[src/rtl/freq_div_prog_if.sv]
// Control and status bundle for the programmable clock divider.
// Master drives enable/load/divisor; slave returns the divided clock, tick and active divisor.
interface freq_div_prog_if #(
    parameter int WIDTH = 8
);
    logic             en;
    logic             load;
    logic [WIDTH-1:0] div_val;
    logic             out_clk;
    logic             tick;
    logic [WIDTH-1:0] cur_div;

    modport master (
        output en, load, div_val,
        input  out_clk, tick, cur_div
    );

    modport slave (
        input  en, load, div_val,
        output out_clk, tick, cur_div
    );
endinterface

[src/rtl/freq_div_prog.sv]
// Runtime-programmable integer clock divider, 50% duty for even and odd N.
// New divisors apply only at a period boundary, or immediately while stopped.
module freq_div_prog #(
    parameter int WIDTH       = 8,
    parameter int DEFAULT_DIV = 2
) (
    input  logic                 clk,
    input  logic                 rst,
    freq_div_prog_if.slave       bus
);
    localparam int               DEF_CLAMPED = (DEFAULT_DIV < 2) ? 2 : DEFAULT_DIV;
    localparam logic [WIDTH-1:0] DEF_DIV     = DEF_CLAMPED[WIDTH-1:0];
    localparam logic [WIDTH-1:0] ONE         = {{(WIDTH-1){1'b0}}, 1'b1};
    localparam logic [WIDTH-1:0] TWO         = {{(WIDTH-2){1'b0}}, 2'b10};

    typedef enum logic {IDLE, RUN} state_t;

    state_t           state, state_nxt;
    logic [WIDTH-1:0] cnt, cnt_nxt;
    logic [WIDTH-1:0] cur_div, cur_div_nxt;
    logic [WIDTH-1:0] pending, pending_nxt;
    logic             pend_valid, pend_valid_nxt;
    logic             p, p_nxt;
    logic             tick, tick_nxt;
    logic             n;

    logic [WIDTH:0]   half;
    logic [WIDTH:0]   cnt_inc;
    logic [WIDTH-1:0] load_val;
    logic             wrap;

    assign half     = ({1'b0, cur_div} + {{WIDTH{1'b0}}, 1'b1}) >> 1;
    assign cnt_inc  = {1'b0, cnt} + {{WIDTH{1'b0}}, 1'b1};
    assign wrap     = (cnt == (cur_div - ONE));
    assign load_val = (bus.div_val[WIDTH-1:1] == '0) ? TWO : bus.div_val;

    always_comb begin
        state_nxt      = state;
        cnt_nxt        = cnt;
        cur_div_nxt    = cur_div;
        pending_nxt    = pending;
        pend_valid_nxt = pend_valid;
        p_nxt          = p;
        tick_nxt       = 1'b0;

        case (state)
            IDLE: begin
                cnt_nxt = '0;
                p_nxt   = 1'b0;
                if (pend_valid) begin
                    cur_div_nxt    = pending;
                    pend_valid_nxt = 1'b0;
                end
                if (bus.en) begin
                    state_nxt = RUN;
                    p_nxt     = 1'b1;
                    tick_nxt  = 1'b1;
                end
            end
            RUN: begin
                if (!bus.en) begin
                    state_nxt = IDLE;
                    cnt_nxt   = '0;
                    p_nxt     = 1'b0;
                end else if (wrap) begin
                    if (pend_valid) begin
                        cur_div_nxt    = pending;
                        pend_valid_nxt = 1'b0;
                    end
                    cnt_nxt  = '0;
                    p_nxt    = 1'b1;
                    tick_nxt = 1'b1;
                end else begin
                    cnt_nxt = cnt_inc[WIDTH-1:0];
                    p_nxt   = (cnt_inc < half);
                end
            end
            default: state_nxt = IDLE;
        endcase

        // A load in the same cycle as an apply lands in pending for the next boundary.
        if (bus.load) begin
            pending_nxt    = load_val;
            pend_valid_nxt = 1'b1;
        end
    end

    always_ff @(posedge clk or posedge rst) begin
        if (rst) begin
            state      <= IDLE;
            cnt        <= '0;
            cur_div    <= DEF_DIV;
            pending    <= DEF_DIV;
            pend_valid <= 1'b0;
            p          <= 1'b0;
            tick       <= 1'b0;
        end else begin
            state      <= state_nxt;
            cnt        <= cnt_nxt;
            cur_div    <= cur_div_nxt;
            pending    <= pending_nxt;
            pend_valid <= pend_valid_nxt;
            p          <= p_nxt;
            tick       <= tick_nxt;
        end
    end

    // Half-cycle delayed copy of p; ANDing it in trims the odd-N high phase to N/2 cycles.
    always_ff @(negedge clk or posedge rst) begin
        if (rst) begin
            n <= 1'b0;
        end else begin
            n <= p;
        end
    end

    assign bus.out_clk = cur_div[0] ? (p & n) : p;
    assign bus.tick    = tick;
    assign bus.cur_div = cur_div;
endmodule

[src/flat_wrapper.sv]
// flat-port wrapper written by rule: the top's interface ports become plain ports
module freq_div_prog_flat 
#(
    parameter int WIDTH       = 8,
    parameter int DEFAULT_DIV = 2
)
  (clk, rst, bus_en, bus_load, bus_div_val, bus_out_clk, bus_tick, bus_cur_div);
  freq_div_prog_if #(.WIDTH(WIDTH)) bus_i ();
  input  logic clk;
  input  logic rst;
  input wire logic [$bits(bus_i.en)-1:0] bus_en;
  input wire logic [$bits(bus_i.load)-1:0] bus_load;
  input wire logic [$bits(bus_i.div_val)-1:0] bus_div_val;
  output wire logic [$bits(bus_i.out_clk)-1:0] bus_out_clk;
  output wire logic [$bits(bus_i.tick)-1:0] bus_tick;
  output wire logic [$bits(bus_i.cur_div)-1:0] bus_cur_div;
  assign bus_i.en = bus_en;
  assign bus_i.load = bus_load;
  assign bus_i.div_val = bus_div_val;
  assign bus_out_clk = bus_i.out_clk;
  assign bus_tick = bus_i.tick;
  assign bus_cur_div = bus_i.cur_div;
  freq_div_prog #(.WIDTH(WIDTH), .DEFAULT_DIV(DEFAULT_DIV)) u_core (.clk(clk), .rst(rst), .bus(bus_i));
endmodule
[config.mk]
export PLATFORM = sky130hd
export DESIGN_NAME = freq_div_prog_flat
export DESIGN_NICKNAME = d
export VERILOG_FILES = /design/src/rtl/freq_div_prog_if.sv /design/src/rtl/freq_div_prog.sv /design/src/flat_wrapper.sv
export SDC_FILE = /design/constraint.sdc
export NUM_CORES = 1
export LEC_CHECK = 0
export CORE_UTILIZATION = 40
export CTS_CLUSTER_SIZE = 14
export DETAILED_ROUTE_END_ITERATION = 6
export PLACE_DENSITY = 0.68
export REMOVE_ABC_BUFFERS = 1
export SYNTH_ARGS = -nofsm -noshare
export SYNTH_HDL_FRONTEND = slang
export SYNTH_SLANG_ARGS = --single-unit
export TNS_END_PERCENT = 50
[constraint.sdc]
create_clock -name clk -period 3.2 [get_ports clk]
set_clock_uncertainty 0.2 [all_clocks]
set_input_delay 0.32 -clock clk [delete_from_list [all_inputs] [get_ports clk]]
set_output_delay 0.32 -clock clk [all_outputs]
set_load 0.1 [all_outputs]
==> Word-level counts from Yosys, hierarchy flattened <==
Index checks and enable logic that the tools add are counted.
{ "classes": {"addsub": 3, "n_lt_le_gt_ge": 1, "eq_ne": 5, "mux": 20, "bitwise": 2, "reduce_logical": 3} }
{ "op_table": {"columns": ["op", "count"], "rows": [
  ["8-bit 2-to-1 mux", 6],
  ["8-bit case mux with 2 select lines", 2],
  ["8-bit by 1-bit adder with 9-bit output, second input constant", 2],
  ["9-bit by 8-bit less-than comparator with 1-bit output", 1],
  ["1-bit 2-to-1 mux", 9],
  ["8-bit equality test", 1],
  ["8-bit by 1-bit subtractor with 8-bit output, second input constant", 1],
  ["7-bit zero test", 1],
  ["3-bit != test, second input constant", 2],
  ["1-bit case mux with 2 select lines", 3],
  ["2-bit != test, second input constant", 2],
  ["2-bit AND reduction", 2],
  ["1-bit bitwise AND", 1],
  ["1-bit NOT", 1]
]} }
{ "word_totals": {"reg_bits": 29, "in_bits": 12, "out_inout_bits": 10, "elab_cells": 42} }

==> Logic depth before layout (Yosys ltp) <==
Gate-level depths: netlist of the first run.
{ "logic_depth": {"word_depth": 6, "depth_mapped": 11} }

==> flow_summary.html, run 1 <==
<table>
<tr><th>Metric</th><th>Value</th></tr>
<tr><th colspan="2">Floorplanning</th></tr>
<tr><td>Initial core utilization</td><td>42.37%</td></tr>
<tr><td>Number of placement rows</td><td>23</td></tr>
<tr><td>Top-Level Pins</td><td>22</td></tr>
<tr><td>Die Span X</td><td>67.56 um</td></tr>
<tr><td>Core area</td><td>just over 0.004 mm^2</td></tr>
<tr><td>Area of the die</td><td>0.004564 mm^2</td></tr>
<tr><td>Vertical extent of the die</td><td>67.56 um</td></tr>
<tr><th colspan="2">Run</th></tr>
<tr><td>MaxCap Viol Count</td><td>0</td></tr>
<tr><th colspan="2">Power</th></tr>
<tr><td>PwrDens</td><td>~640 mW/mm^2</td></tr>
<tr><td>Switching Share</td><td>40.45%</td></tr>
<tr><td>Max rail drop VDD</td><td>0.3999 mV</td></tr>
<tr><td>Int Power</td><td>795.5 uW</td></tr>
<tr><td>Static power due to leakage</td><td>approximately 0.0009 uW</td></tr>
<tr><td>Combinational share of power</td><td>35.4%</td></tr>
<tr><td>Portion of total power attributed to sequential cells</td><td>35.5%</td></tr>
<tr><td>NetSw</td><td>540.2 uW</td></tr>
<tr><td>Part of the total power dissipated in the clock network</td><td>~29%</td></tr>
<tr><th colspan="2">Logic synthesis</th></tr>
<tr><td>Async S/R FF share, synth</td><td>100.0%</td></tr>
<tr><td>Syn Inst Count</td><td>163</td></tr>
<tr><td>Distinct cell type count after synthesis</td><td>41</td></tr>
<tr><td>Cell with the most instances after synthesis</td><td>dfrtp_1</td></tr>
<tr><td>Most frequent cells after synthesis</td><td>dfrtp_1 (26), mux2_2 (13), xnor2_1 (11)</td></tr>
<tr><td>EDFF count, synth</td><td>0</td></tr>
<tr><td>Post-synthesis instance area</td><td>0.001719 mm^2</td></tr>
<tr><td>Leading area contributor after synthesis</td><td>dfrtp_1</td></tr>
<tr><td>Syn. warnings</td><td>0</td></tr>
<tr><td>Synth top area share</td><td>37.85%</td></tr>
<tr><td>Register area share after synthesis</td><td>a little over two fifths</td></tr>
<tr><td>Top cells by area in the synthesized netlist</td><td>dfrtp_1 (38%), mux2_2 (8.5%), ha_1 (7.3%)</td></tr>
<tr><td>Mean area per synthesized cell</td><td>10.55 um^2</td></tr>
<tr><td>Commonest register cell after synthesis</td><td>dfrtp_1</td></tr>
<tr><td>Post-synthesis sequential element count</td><td>29</td></tr>
<tr><th colspan="2">Clock tree</th></tr>
<tr><td>Clock sink count</td><td>29</td></tr>
<tr><td>Clock Tree Root</td><td>clkbuf_8</td></tr>
<tr><td>Hold-fix buffers, CTS</td><td>0</td></tr>
<tr><td>Buffer levels on the longest clock path</td><td>2</td></tr>
<tr><td>Depth of the CTS H-tree</td><td>2</td></tr>
<tr><td>Clock-pin slew reported for the worst setup and hold paths after clock tree synthesis</td><td>0.07 ns</td></tr>
<tr><td>Number of setup buffers added after CTS</td><td>0</td></tr>
<tr><td>Insertion delay of the later-clocked pin in the worst-skew pair</td><td>between 0.2 and 0.3 ns</td></tr>
<tr><td>CTS tree</td><td>yes</td></tr>
<tr><td>Post-cts repair resize count</td><td>0</td></tr>
<tr><td>Total clock buffers created by CTS</td><td>5</td></tr>
<tr><th colspan="2">Placed design</th></tr>
<tr><td>Final weighted congestion in routability-driven placement</td><td>0.8778</td></tr>
<tr><td>Number of input and output port buffers inserted</td><td>21</td></tr>
<tr><td>HPWL Detailed</td><td>2728 um</td></tr>
<tr><th colspan="2">Worst hold path</th></tr>
<tr><td>Path type of the worst min-delay path</td><td>input port to asynchronous set/reset pin</td></tr>
<tr><th colspan="2">Setup path</th></tr>
<tr><td>Critical Path, Cell by Cell</td><td>o21a_1 -&gt; buf_12</td></tr>
<tr><td>Endpoint required time on the critical path</td><td>roughly 2.7 ns</td></tr>
<tr><td>Kind of end point of the critical path</td><td>output pin</td></tr>
<tr><td>Largest fanout of any net on the critical path</td><td>1</td></tr>
<tr><td>Startpoint type of the worst setup path</td><td>register</td></tr>
<tr><td>Crit path arrival time</td><td>2.61 ns</td></tr>
<tr><td>Worst reg2reg path startpoint</td><td>u_core.bus.cur_div[0]$_DFFE_PP0P_</td></tr>
<tr><td>CP max-delay cell</td><td>dfrtn_1</td></tr>
<tr><td>Depth of the worst register-to-register path</td><td>8</td></tr>
<tr><td>R2R setup slack</td><td>around 0.3 ns</td></tr>
<tr><td>Worst path bufs/invs</td><td>1</td></tr>
<tr><td>Top cell family by delay on the critical path</td><td>flip-flops</td></tr>
<tr><td>Critical R2R Capture</td><td>u_core.bus.cur_div[2]$_DFFE_PP0P_</td></tr>
<tr><td>Largest stage delay, worst path</td><td>0.39 ns</td></tr>
<tr><td>Classification of the worst setup path</td><td>register to output pin</td></tr>
<tr><th colspan="2">Route</th></tr>
<tr><td>Residual DRC count</td><td>0</td></tr>
<tr><td>DR vias/cell</td><td>5.295</td></tr>
<tr><td>First-pass detailed-route iteration total</td><td>4</td></tr>
<tr><td>Count of antenna-violating nets left after detailed routing</td><td>0</td></tr>
<tr><td>Number of design-rule violations left by the first detailed-router iteration</td><td>74</td></tr>
<tr><td>Wirelength per Cell</td><td>14.70 um</td></tr>
<tr><td>Routed vias</td><td>1,255</td></tr>
<tr><td>Total detailed-routing wirelength</td><td>3484 um</td></tr>
<tr><th colspan="2">STA</th></tr>
<tr><td>Final count of hold timing violations</td><td>0</td></tr>
<tr><td>Normalized max-slew margin</td><td>56.47%</td></tr>
<tr><td>Measured slew at the worst slew-check pin</td><td>0.6519 ns</td></tr>
<tr><td>RSZ-0062 raised after global routing</td><td>no</td></tr>
<tr><td>Pins over their slew limit</td><td>0</td></tr>
<tr><td>Final setup violation count</td><td>0</td></tr>
<tr><td>Setup_tns</td><td>0 ns</td></tr>
<tr><th colspan="2">GRT</th></tr>
<tr><td>Antenna violations before repair</td><td>0</td></tr>
<tr><td>Maximum number of pins on one net before global-route repair</td><td>29</td></tr>
<tr><td>Grt ovf</td><td>0</td></tr>
<tr><td>Wire length of the first global-routing pass</td><td>a little under 6000 um</td></tr>
<tr><td>Number of global-route vias before repair</td><td>1,309</td></tr>
<tr><td>Total GRT Usage</td><td>18.03%</td></tr>
<tr><th colspan="2">Cells and area</th></tr>
<tr><td>Final layout net count</td><td>between 200 and 250</td></tr>
<tr><td>Final core utilization</td><td>51.34%</td></tr>
<tr><td>Synthesis-to-finish area growth</td><td>21.18%</td></tr>
<tr><td>Count of antenna diodes in the layout</td><td>0</td></tr>
<tr><td>Fraction of final layout cells with drive strength greater than 1</td><td>21.39%</td></tr>
<tr><td>Filler cell count in the final layout</td><td>368</td></tr>
<tr><th colspan="2">Outcome</th></tr>
<tr><td>Status</td><td>finished, final reports clean</td></tr>
</table>
## worst reg2reg max path: cells and delay by family (launching register included)
family | cells | cell delay (ns)
xor gates and xnor gates | 1 | 0.15
muxes | 1 | 0.33
buffers and inverters | 2 | 0.37
DFF | 1 | 0.52
adders and majority gates | 1 | 0.36
AOI/OAI and AO/OA | 3 | 0.87
## state kept, by name, summed over array words and instances, names as in the netlist
name	cells
u_core.pend_valid	1
u_core.state	1
u_core.bus.cur_div	8
u_core.pending	8
u_core.cnt	8
u_core.bus.tick	1
u_core.n	1
u_core.p	1
## final cells by class
class / count / area [um^2] / share of cell area [%]
clock buffer: 5 / 68.82 / 3.303
clock inverter: 3 / 46.29 / 2.222
inverter: 7 / 26.28 / 1.261
multi-input combinational: 119 / 930.9 / 44.68
sequential: 29 / 728.2 / 34.95
tap: 50 / 62.56 / 3.003
timing repair buffer: 24 / 220.2 / 10.57
## kinds of logic (layout without fill, tap and decap cells)
| group | Yosys count | in the layout | share of synthesized area [%] |
|---|---|---|---|
| AOI/OAI and AO/OA | 25 | 25 | 12.23 |
| xor gates and xnor gates | 20 | 20 | 10.19 |
| adders and majority gates | 10 | 10 | 7.278 |
| buffers and inverters | 15 | 39 | 3.494 |
| DFF | 29 | 29 | 42.36 |
| muxes | 14 | 14 | 9.098 |
| and+or+nand+nor | 50 | 50 | 15.36 |
## power groups by stage
| stage | clock network [uW] | logic [uW] | registers [uW] |
|---|---|---|---|
| 6_report | 388 | 473 | 474 |
| 5_1_grt | 412 | 502 | 482 |
| 4_1_cts | 393 | 477 | 474 |
| 3_5_place_dp | 0 | 475 | 481 |
| 3_3_place_gp | 0 | 465 | 477 |
| 2_1_floorplan | 0 | 204 | 627 |
## placed cells by master, fill, tap and decap left out, types with 4 or more instances in the layout
| cell type | instances |
|---|---|
| nor2_1 | 7 |
| clkbuf_8 | 5 |
| nor2b_1 | 8 |
| xnor2_1 | 11 |
| nand2_1 | 10 |
| nor3_1 | 4 |
| clkdlybuf4s50_1 | 11 |
| dfrtp_1 | 26 |
| xor2_1 | 9 |
| mux2_2 | 13 |
| ha_1 | 10 |
| a21oi_1 | 5 |
| buf_4 | 12 |
| nand3_1 | 8 |
| inv_1 | 7 |
## worst max path at each step
stage,start,depth (start not counted),endpoint,slack (ns)
after floorplan,u_core.bus.cur_div[0]$_DFFE_PP0P_,7,u_core.bus.cur_div[2]$_DFFE_PP0P_,-0.19
after global placement,u_core.n$_DFF_NP0_,2,bus_out_clk,0.37
after detailed placement,u_core.bus.cur_div[0]$_DFFE_PP0P_,8,u_core.bus.cur_div[4]$_DFFE_PP0P_,0.33
after CTS,u_core.n$_DFF_NP0_,2,bus_out_clk,0.05
after global routing,u_core.n$_DFF_NP0_,2,bus_out_clk,0.04
final,u_core.n$_DFF_NP0_,2,bus_out_clk,0.07
## through the flow
step	area, um^2	cells	power (uW)	hold slack, ns	worst slack, ns
3_5_place_dp	1968	229	955.9	0.3043	0.3302
5_1_grt	2083	237	1396	0.3311	0.03634
4_1_cts	2083	237	1344	0.3206	0.05287
3_3_place_gp	1968	229	942.2	0.2857	0.3747
2_1_floorplan	1685	155	830.6	0.1514	-0.1916
6_report	2083	237	1336	0.3037	0.06566
## metal layers
| layer | part of all wire (%) | global-route usage, % | vias to the layer above |
|---|---|---|---|
| met5 | 0 | 0 | - |
| met4 | 1.5 | 7.979 | 0 |
| met3 | 3.2 | 4.561 | 6 |
| met2 | 51 | 31.68 | 22 |
| met1 | 44 | 20.29 | 611 |
| li1 | - | - | 616 |
(Power assumes the default switching activity.)
==> run 2, diff against run 1 <==
Settings changed: CORE_ASPECT_RATIO set to 0.5, GPL_ROUTABILITY_DRIVEN set to 0.
==> flow_summary.html, run 2 (synthesis gave the netlist of run 1 again) <==
<table>
<tr><th>Metric</th><th>Value</th></tr>
<tr><th colspan="2">Outcome</th></tr>
<tr><td>Status</td><td>finished, final reports clean</td></tr>
<tr><th colspan="2">Route</th></tr>
<tr><td>First-pass detailed-route iteration total</td><td>4</td></tr>
<tr><td>Number of design-rule violations left by the first detailed-router iteration</td><td>85</td></tr>
<tr><td>Count of antenna-violating nets left after detailed routing</td><td>0</td></tr>
<tr><td>Total detailed-routing wirelength</td><td>3599 um</td></tr>
<tr><td>Wirelength per Cell</td><td>15.06 um</td></tr>
<tr><td>DR vias/cell</td><td>5.247</td></tr>
<tr><td>Residual DRC count</td><td>0</td></tr>
<tr><td>Routed vias</td><td>1,254</td></tr>
<tr><th colspan="2">Power</th></tr>
<tr><td>Part of the total power dissipated in the clock network</td><td>30.1%</td></tr>
<tr><td>Switching Share</td><td>between 30% and 40%</td></tr>
<tr><td>Static power due to leakage</td><td>0.0009126 uW</td></tr>
<tr><td>Combinational share of power</td><td>34.8%</td></tr>
<tr><td>PwrDens</td><td>651.2 mW/mm^2</td></tr>
<tr><td>NetSw</td><td>approximately 540 uW</td></tr>
<tr><td>Max rail drop VDD</td><td>0.2963 mV</td></tr>
<tr><td>Portion of total power attributed to sequential cells</td><td>35.2%</td></tr>
<tr><td>Int Power</td><td>814.5 uW</td></tr>
<tr><th colspan="2">Setup path</th></tr>
<tr><td>Crit path arrival time</td><td>2.64 ns</td></tr>
<tr><td>Largest fanout of any net on the critical path</td><td>1</td></tr>
<tr><td>Critical R2R Capture</td><td>u_core.bus.cur_div[3]$_DFFE_PP0P_</td></tr>
<tr><td>Depth of the worst register-to-register path</td><td>7</td></tr>
<tr><td>Classification of the worst setup path</td><td>register to output pin</td></tr>
<tr><td>Endpoint required time on the critical path</td><td>2.68 ns</td></tr>
<tr><td>Worst reg2reg path startpoint</td><td>u_core.bus.cur_div[1]$_DFFE_PP1P_</td></tr>
<tr><td>Startpoint type of the worst setup path</td><td>register</td></tr>
<tr><td>R2R setup slack</td><td>0.24 ns</td></tr>
<tr><td>Kind of end point of the critical path</td><td>output pin</td></tr>
<tr><th colspan="2">GRT</th></tr>
<tr><td>Met3 Usage GRT</td><td>5.660%</td></tr>
<tr><td>Maximum number of pins on one net before global-route repair</td><td>29</td></tr>
<tr><td>Wire length of the first global-routing pass</td><td>6265 um</td></tr>
<tr><td>Grt ovf</td><td>0</td></tr>
<tr><td>GR Util met1</td><td>24.90%</td></tr>
<tr><td>Antenna violations before repair</td><td>0</td></tr>
<tr><td>Layer carrying the most global-route usage</td><td>met2</td></tr>
<tr><td>Total GRT Usage</td><td>about a fifth</td></tr>
<tr><td>Met2 layer usage reported by global route</td><td>26.86%</td></tr>
<tr><td>Number of global-route vias before repair</td><td>1,272</td></tr>
<tr><th colspan="2">Clock tree</th></tr>
<tr><td>Clock sink count</td><td>29</td></tr>
<tr><td>Post-cts repair resize count</td><td>0</td></tr>
<tr><td>Number of setup buffers added after CTS</td><td>0</td></tr>
<tr><td>CTS tree</td><td>yes</td></tr>
<tr><td>Total clock buffers created by CTS</td><td>5</td></tr>
<tr><td>Clock Tree Root</td><td>clkbuf_8</td></tr>
<tr><td>Depth of the CTS H-tree</td><td>2</td></tr>
<tr><td>Clock-pin slew reported for the worst setup and hold paths after clock tree synthesis</td><td>roughly 0.070 ns</td></tr>
<tr><td>Hold-fix buffers, CTS</td><td>0</td></tr>
<tr><td>Buffer levels on the longest clock path</td><td>2</td></tr>
<tr><td>Insertion delay of the later-clocked pin in the worst-skew pair</td><td>0.29 ns</td></tr>
<tr><th colspan="2">Placed design</th></tr>
<tr><td>Number of input and output port buffers inserted</td><td>21</td></tr>
<tr><td>Setup WS pre-CTS</td><td>0.2603 ns</td></tr>
<tr><td>HPWL Detailed</td><td>2644 um</td></tr>
<tr><th colspan="2">Worst hold path</th></tr>
<tr><td>Path type of the worst min-delay path</td><td>input port to asynchronous set/reset pin</td></tr>
<tr><th colspan="2">Floorplanning</th></tr>
<tr><td>Die Span X</td><td>94.72 um</td></tr>
<tr><td>Initial core utilization</td><td>42.94%</td></tr>
<tr><td>Vertical extent of the die</td><td>around 48 um</td></tr>
<tr><td>Number of placement rows</td><td>16</td></tr>
<tr><td>Core area</td><td>0.004004 mm^2</td></tr>
<tr><td>Area of the die</td><td>around 0.0046 mm^2</td></tr>
<tr><td>Top-Level Pins</td><td>22</td></tr>
<tr><th colspan="2">Cells and area</th></tr>
<tr><td>Fraction of final layout cells with drive strength greater than 1</td><td>20.00%</td></tr>
<tr><td>Synthesis-to-finish area growth</td><td>21.03%</td></tr>
<tr><td>Final layout net count</td><td>206</td></tr>
<tr><td>Most common cell after layout, fill and taps aside</td><td>dfrtp_1</td></tr>
<tr><td>Count of antenna diodes in the layout</td><td>0</td></tr>
<tr><td>Commonest non-fill, non-tap cells in the layout</td><td>dfrtp_1 (26), mux2_2 (13), clkdlybuf4s50_1 (12)</td></tr>
<tr><td>Largest registers</td><td>u_core.bus.cur_div (8), u_core.cnt (8), u_core.pending (8)</td></tr>
<tr><th colspan="2">STA</th></tr>
<tr><td>Measured slew at the worst slew-check pin</td><td>between 0.9 and 1 ns</td></tr>
<tr><td>Final count of hold timing violations</td><td>0</td></tr>
<tr><td>Normalized max-slew margin</td><td>roughly 36%</td></tr>
<tr><td>Final setup violation count</td><td>0</td></tr>
<tr><td>Setup_tns</td><td>0 ns</td></tr>
<tr><td>Setup ws final</td><td>0.03838 ns</td></tr>
<tr><td>RSZ-0062 raised after global routing</td><td>no</td></tr>
<tr><td>Pins over their slew limit</td><td>0</td></tr>
<tr><th colspan="2">Run</th></tr>
<tr><td>MaxCap Viol Count</td><td>0</td></tr>
</table>
==> run 2: layout make-up <==
class                           count  area [um^2]
Fill cell                         373         1923
Multi-Input combinational cell    119        930.9
Inverter                            7        26.28
Clock buffer                        6        82.58
Clock inverter                      2        37.54
Sequential cell                    29        728.2
Timing Repair Buffer               22        207.7
Tap cell                           54        67.56
==> run 2: per-stage QoR <==
| step | cells | util (%) | cell area (um^2) | total power, uW | hold WS [ns] |
|---|---|---|---|---|---|
| CTS | 239 | 51.97 | 2081 | 1364 | 0.2699 |
| detailed placement | 231 | 48.97 | 1961 | 950.5 | 0.2996 |
| global placement | 231 | 48.97 | 1961 | 941.5 | 0.2919 |
| global route | 239 | 51.97 | 2081 | 1421 | 0.3002 |
| finish | 239 | 51.97 | 2081 | 1355 | 0.2536 |
| floorplan | 155 | - | 1685 | 830.6 | 0.1514 |
==> run 2: power groups by stage <==
stage / registers (uW) / clock network (uW) / logic, uW
after floorplan: 627 / 0 / 204
after global placement: 477 / 0 / 464
after detailed placement: 481 / 0 / 469
after CTS: 475 / 415 / 474
after global routing: 486 / 431 / 504
final: 476 / 407 / 471
==> run 2: how the worst max path moves through the flow <==
stage / depth (start not counted) / end / slack [ns] / from
global placement: 7 / u_core.bus.cur_div[7]$_DFFE_PP0P_ / 0.33 / u_core.bus.cur_div[1]$_DFFE_PP1P_
detailed placement: 7 / u_core.bus.cur_div[3]$_DFFE_PP0P_ / 0.26 / u_core.bus.cur_div[0]$_DFFE_PP0P_
floorplan: 7 / u_core.bus.cur_div[2]$_DFFE_PP0P_ / -0.19 / u_core.bus.cur_div[0]$_DFFE_PP0P_
global route: 2 / bus_out_clk / 0.007 / u_core.n$_DFF_NP0_
CTS: 2 / bus_out_clk / 0.03 / u_core.n$_DFF_NP0_
finish: 2 / bus_out_clk / 0.04 / u_core.n$_DFF_NP0_
==> run 2: worst max-delay path: stages (launching register included) <==
cell and delay (ns):
dfrtn_1 0.40, o21a_1 0.16, buf_12 0.18
==> run 2: routing by layer <==
metal  part of all wire (%)  wire, um  up-vias
li1                       -         -      619
met1                     50      1795      600
met2                     44      1583       25
met3                    3.3       118       10
met4                    2.8       101        0
met5                      0         0        -
==> run 3, diff against run 2 <==
Settings changed: CELL_PAD_IN_SITES_DETAIL_PLACEMENT set to 0, CELL_PAD_IN_SITES_GLOBAL_PLACEMENT set to 1, MAX_ROUTING_LAYER set to met4, PLACE_DENSITY 0.68 to 0.81.
==> flow_summary.html, run 3 (synthesis gave the netlist of run 1 again) <==
<table>
<tr><th>Metric</th><th>Value</th></tr>
<tr><th colspan="2">Route</th></tr>
<tr><td>Count of antenna-violating nets left after detailed routing</td><td>0</td></tr>
<tr><td>Wirelength per Cell</td><td>~14 um</td></tr>
<tr><td>Number of design-rule violations left by the first detailed-router iteration</td><td>slightly below 80</td></tr>
<tr><td>DR vias/cell</td><td>5.218</td></tr>
<tr><td>Total detailed-routing wirelength</td><td>3464 um</td></tr>
<tr><td>First-pass detailed-route iteration total</td><td>4</td></tr>
<tr><td>Residual DRC count</td><td>0</td></tr>
<tr><td>Routed vias</td><td>1,247</td></tr>
<tr><th colspan="2">Power</th></tr>
<tr><td>Static power due to leakage</td><td>roughly 0.00091 uW</td></tr>
<tr><td>Combinational share of power</td><td>35.5%</td></tr>
<tr><td>Part of the total power dissipated in the clock network</td><td>around 29%</td></tr>
<tr><td>Portion of total power attributed to sequential cells</td><td>36.0%</td></tr>
<tr><td>NetSw</td><td>527.7 uW</td></tr>
<tr><td>PwrDens</td><td>between 600 and 700 mW/mm^2</td></tr>
<tr><td>Max rail drop VDD</td><td>0.2870 mV</td></tr>
<tr><td>Int Power</td><td>~800 uW</td></tr>
<tr><td>Switching Share</td><td>about two fifths</td></tr>
<tr><th colspan="2">Floorplanning</th></tr>
<tr><td>Initial core utilization</td><td>42.94%</td></tr>
<tr><td>Area of the die</td><td>0.004580 mm^2</td></tr>
<tr><td>Number of placement rows</td><td>16</td></tr>
<tr><td>Die Span X</td><td>roughly 95 um</td></tr>
<tr><td>Vertical extent of the die</td><td>about 48 um</td></tr>
<tr><td>Core area</td><td>0.004004 mm^2</td></tr>
<tr><td>Top-Level Pins</td><td>22</td></tr>
<tr><th colspan="2">Setup path</th></tr>
<tr><td>Top cell family by delay on the critical path</td><td>flip-flops</td></tr>
<tr><td>Crit path arrival time</td><td>2.63 ns</td></tr>
<tr><td>Critical Path Stages</td><td>2</td></tr>
<tr><td>CP max-delay cell</td><td>dfrtn_1</td></tr>
<tr><td>Depth of the worst register-to-register path</td><td>7</td></tr>
<tr><td>Critical Path, Cell by Cell</td><td>o21a_1 -&gt; buf_12</td></tr>
<tr><td>Classification of the worst setup path</td><td>register to output pin</td></tr>
<tr><td>Largest fanout of any net on the critical path</td><td>1</td></tr>
<tr><td>R2R setup slack</td><td>roughly 0.24 ns</td></tr>
<tr><td>Startpoint type of the worst setup path</td><td>register</td></tr>
<tr><td>Endpoint required time on the critical path</td><td>approximately 2.7 ns</td></tr>
<tr><td>Largest stage delay, worst path</td><td>0.39 ns</td></tr>
<tr><td>Worst path bufs/invs</td><td>1</td></tr>
<tr><td>Kind of end point of the critical path</td><td>output pin</td></tr>
<tr><th colspan="2">Cells and area</th></tr>
<tr><td>Commonest non-fill, non-tap cells in the layout</td><td>dfrtp_1 (26), mux2_2 (13), clkdlybuf4s50_1 (12)</td></tr>
<tr><td>Synthesis-to-finish area growth</td><td>20.31%</td></tr>
<tr><td>Final layout net count</td><td>slightly above 200</td></tr>
<tr><td>Largest registers</td><td>u_core.bus.cur_div (8), u_core.cnt (8), u_core.pending (8)</td></tr>
<tr><td>Fraction of final layout cells with drive strength greater than 1</td><td>19.46%</td></tr>
<tr><td>Most common cell after layout, fill and taps aside</td><td>dfrtp_1</td></tr>
<tr><td>Count of antenna diodes in the layout</td><td>0</td></tr>
<tr><td>Summed area of non-filler cells in the final layout</td><td>0.002068 mm^2</td></tr>
<tr><th colspan="2">Placed design</th></tr>
<tr><td>Setup WS pre-CTS</td><td>0.2371 ns</td></tr>
<tr><td>Post-Place Cell Area</td><td>0.001961 mm^2</td></tr>
<tr><td>HPWL Detailed</td><td>2615 um</td></tr>
<tr><td>Number of input and output port buffers inserted</td><td>21</td></tr>
<tr><th colspan="2">STA</th></tr>
<tr><td>Setup ws final</td><td>~0.046 ns</td></tr>
<tr><td>Final setup violation count</td><td>0</td></tr>
<tr><td>Final count of hold timing violations</td><td>0</td></tr>
<tr><td>Measured slew at the worst slew-check pin</td><td>0.9611 ns</td></tr>
<tr><td>RSZ-0062 raised after global routing</td><td>yes</td></tr>
<tr><td>Normalized max-slew margin</td><td>35.73%</td></tr>
<tr><td>Pins over their slew limit</td><td>0</td></tr>
<tr><th colspan="2">Clock tree</th></tr>
<tr><td>Buffer levels on the longest clock path</td><td>2</td></tr>
<tr><td>Post-cts repair resize count</td><td>0</td></tr>
<tr><td>Total clock buffers created by CTS</td><td>5</td></tr>
<tr><td>Clock sink count</td><td>29</td></tr>
<tr><td>Number of setup buffers added after CTS</td><td>0</td></tr>
<tr><td>Clock Tree Root</td><td>clkbuf_8</td></tr>
<tr><td>Hold-fix buffers, CTS</td><td>0</td></tr>
<tr><td>Insertion delay of the later-clocked pin in the worst-skew pair</td><td>0.28 ns</td></tr>
<tr><td>CTS tree</td><td>yes</td></tr>
<tr><td>Depth of the CTS H-tree</td><td>2</td></tr>
<tr><td>Clock-pin slew reported for the worst setup and hold paths after clock tree synthesis</td><td>0.07 ns</td></tr>
<tr><th colspan="2">GRT</th></tr>
<tr><td>Grt ovf</td><td>0</td></tr>
<tr><td>Met3 Usage GRT</td><td>about 5.2%</td></tr>
<tr><td>Wire length of the first global-routing pass</td><td>6210 um</td></tr>
<tr><td>Layer carrying the most global-route usage</td><td>met2</td></tr>
<tr><td>Number of global-route vias before repair</td><td>around 1.3k</td></tr>
<tr><td>Met2 layer usage reported by global route</td><td>between 20% and 30%</td></tr>
<tr><td>GR Util met1</td><td>25.70%</td></tr>
<tr><td>Maximum number of pins on one net before global-route repair</td><td>29</td></tr>
<tr><td>Total GRT Usage</td><td>18.90%</td></tr>
<tr><td>Antenna violations before repair</td><td>0</td></tr>
<tr><th colspan="2">Outcome</th></tr>
<tr><td>Status</td><td>finished, final reports clean</td></tr>
<tr><th colspan="2">Run</th></tr>
<tr><td>MaxCap Viol Count</td><td>0</td></tr>
<tr><th colspan="2">Worst hold path</th></tr>
<tr><td>Path type of the worst min-delay path</td><td>input port to asynchronous set/reset pin</td></tr>
</table>
-- run 3: cell types whose count changed in the layout (fill, tap and decap cells not counted) --
cell and delta:
clkinvlp_4 -1, clkbuf_8 -1, clkinv_2 +1, clkbuf_1 +1
-- run 3: power groups by stage --
stage / Combinational (uW) / Sequential, uW / Clock [uW]
detailed placement: 471 / 481 / 0
finish: 468 / 475 / 377
global placement: 466 / 479 / 0
floorplan: 204 / 627 / 0
CTS: 472 / 475 / 385
global route: 503 / 486 / 401
-- run 3: routing by layer --
layer / share of wire [%] / vias up
met5: 0 / -
met4: 1.3 / 0
met3: 3.2 / 7
met2: 44 / 23
met1: 52 / 599
li1: - / 618
-- run 3: layout make-up --
| type | instances | area (um^2) |
|---|---|---|
| Clock buffer | 6 | 72.57 |
| Clock inverter | 2 | 35.03 |
| Fill cell | 360 | 1936 |
| Inverter | 7 | 26.28 |
| Multi-Input combinational cell | 119 | 930.9 |
| Sequential cell | 29 | 728.2 |
| Tap cell | 54 | 67.56 |
| Timing Repair Buffer | 22 | 207.7 |
-- run 3: worst min-delay path, delay by kind of cell --
| kind | cells | cell delay [ns] |
|---|---|---|
| buffers and inverters | 3 | 0.81 |
-- run 3: worst paths after layout --
check,start,endpoint
hold / removal,rst,u_core.cnt[1]$_DFF_PP0_
setup reg to reg,u_core.bus.cur_div[1]$_DFFE_PP1P_,u_core.bus.cur_div[7]$_DFFE_PP0P_
max in group asynchronous,rst,u_core.n$_DFF_NP0_
min in group clk,u_core.pending[4]$_DFFE_PP0P_,u_core.pending[4]$_DFFE_PP0P_
hold reg to reg,u_core.pending[4]$_DFFE_PP0P_,u_core.pending[4]$_DFFE_PP0P_
setup / recovery,u_core.n$_DFF_NP0_,bus_out_clk
-- run 3: through the flow --
stage	total power [uW]	utilization [%]	hold WS [ns]	TNS [ns]	instances
CTS	1332	51.66	0.2671	0	239
floorplan	830.6	-	0.1514	-1.305	155
global route	1389	51.66	0.3166	-0.001529	239
finish	1319	51.66	0.2493	0	239
detailed placement	952.0	48.97	0.2979	0	231
global placement	945.9	48.97	0.2929	0	231
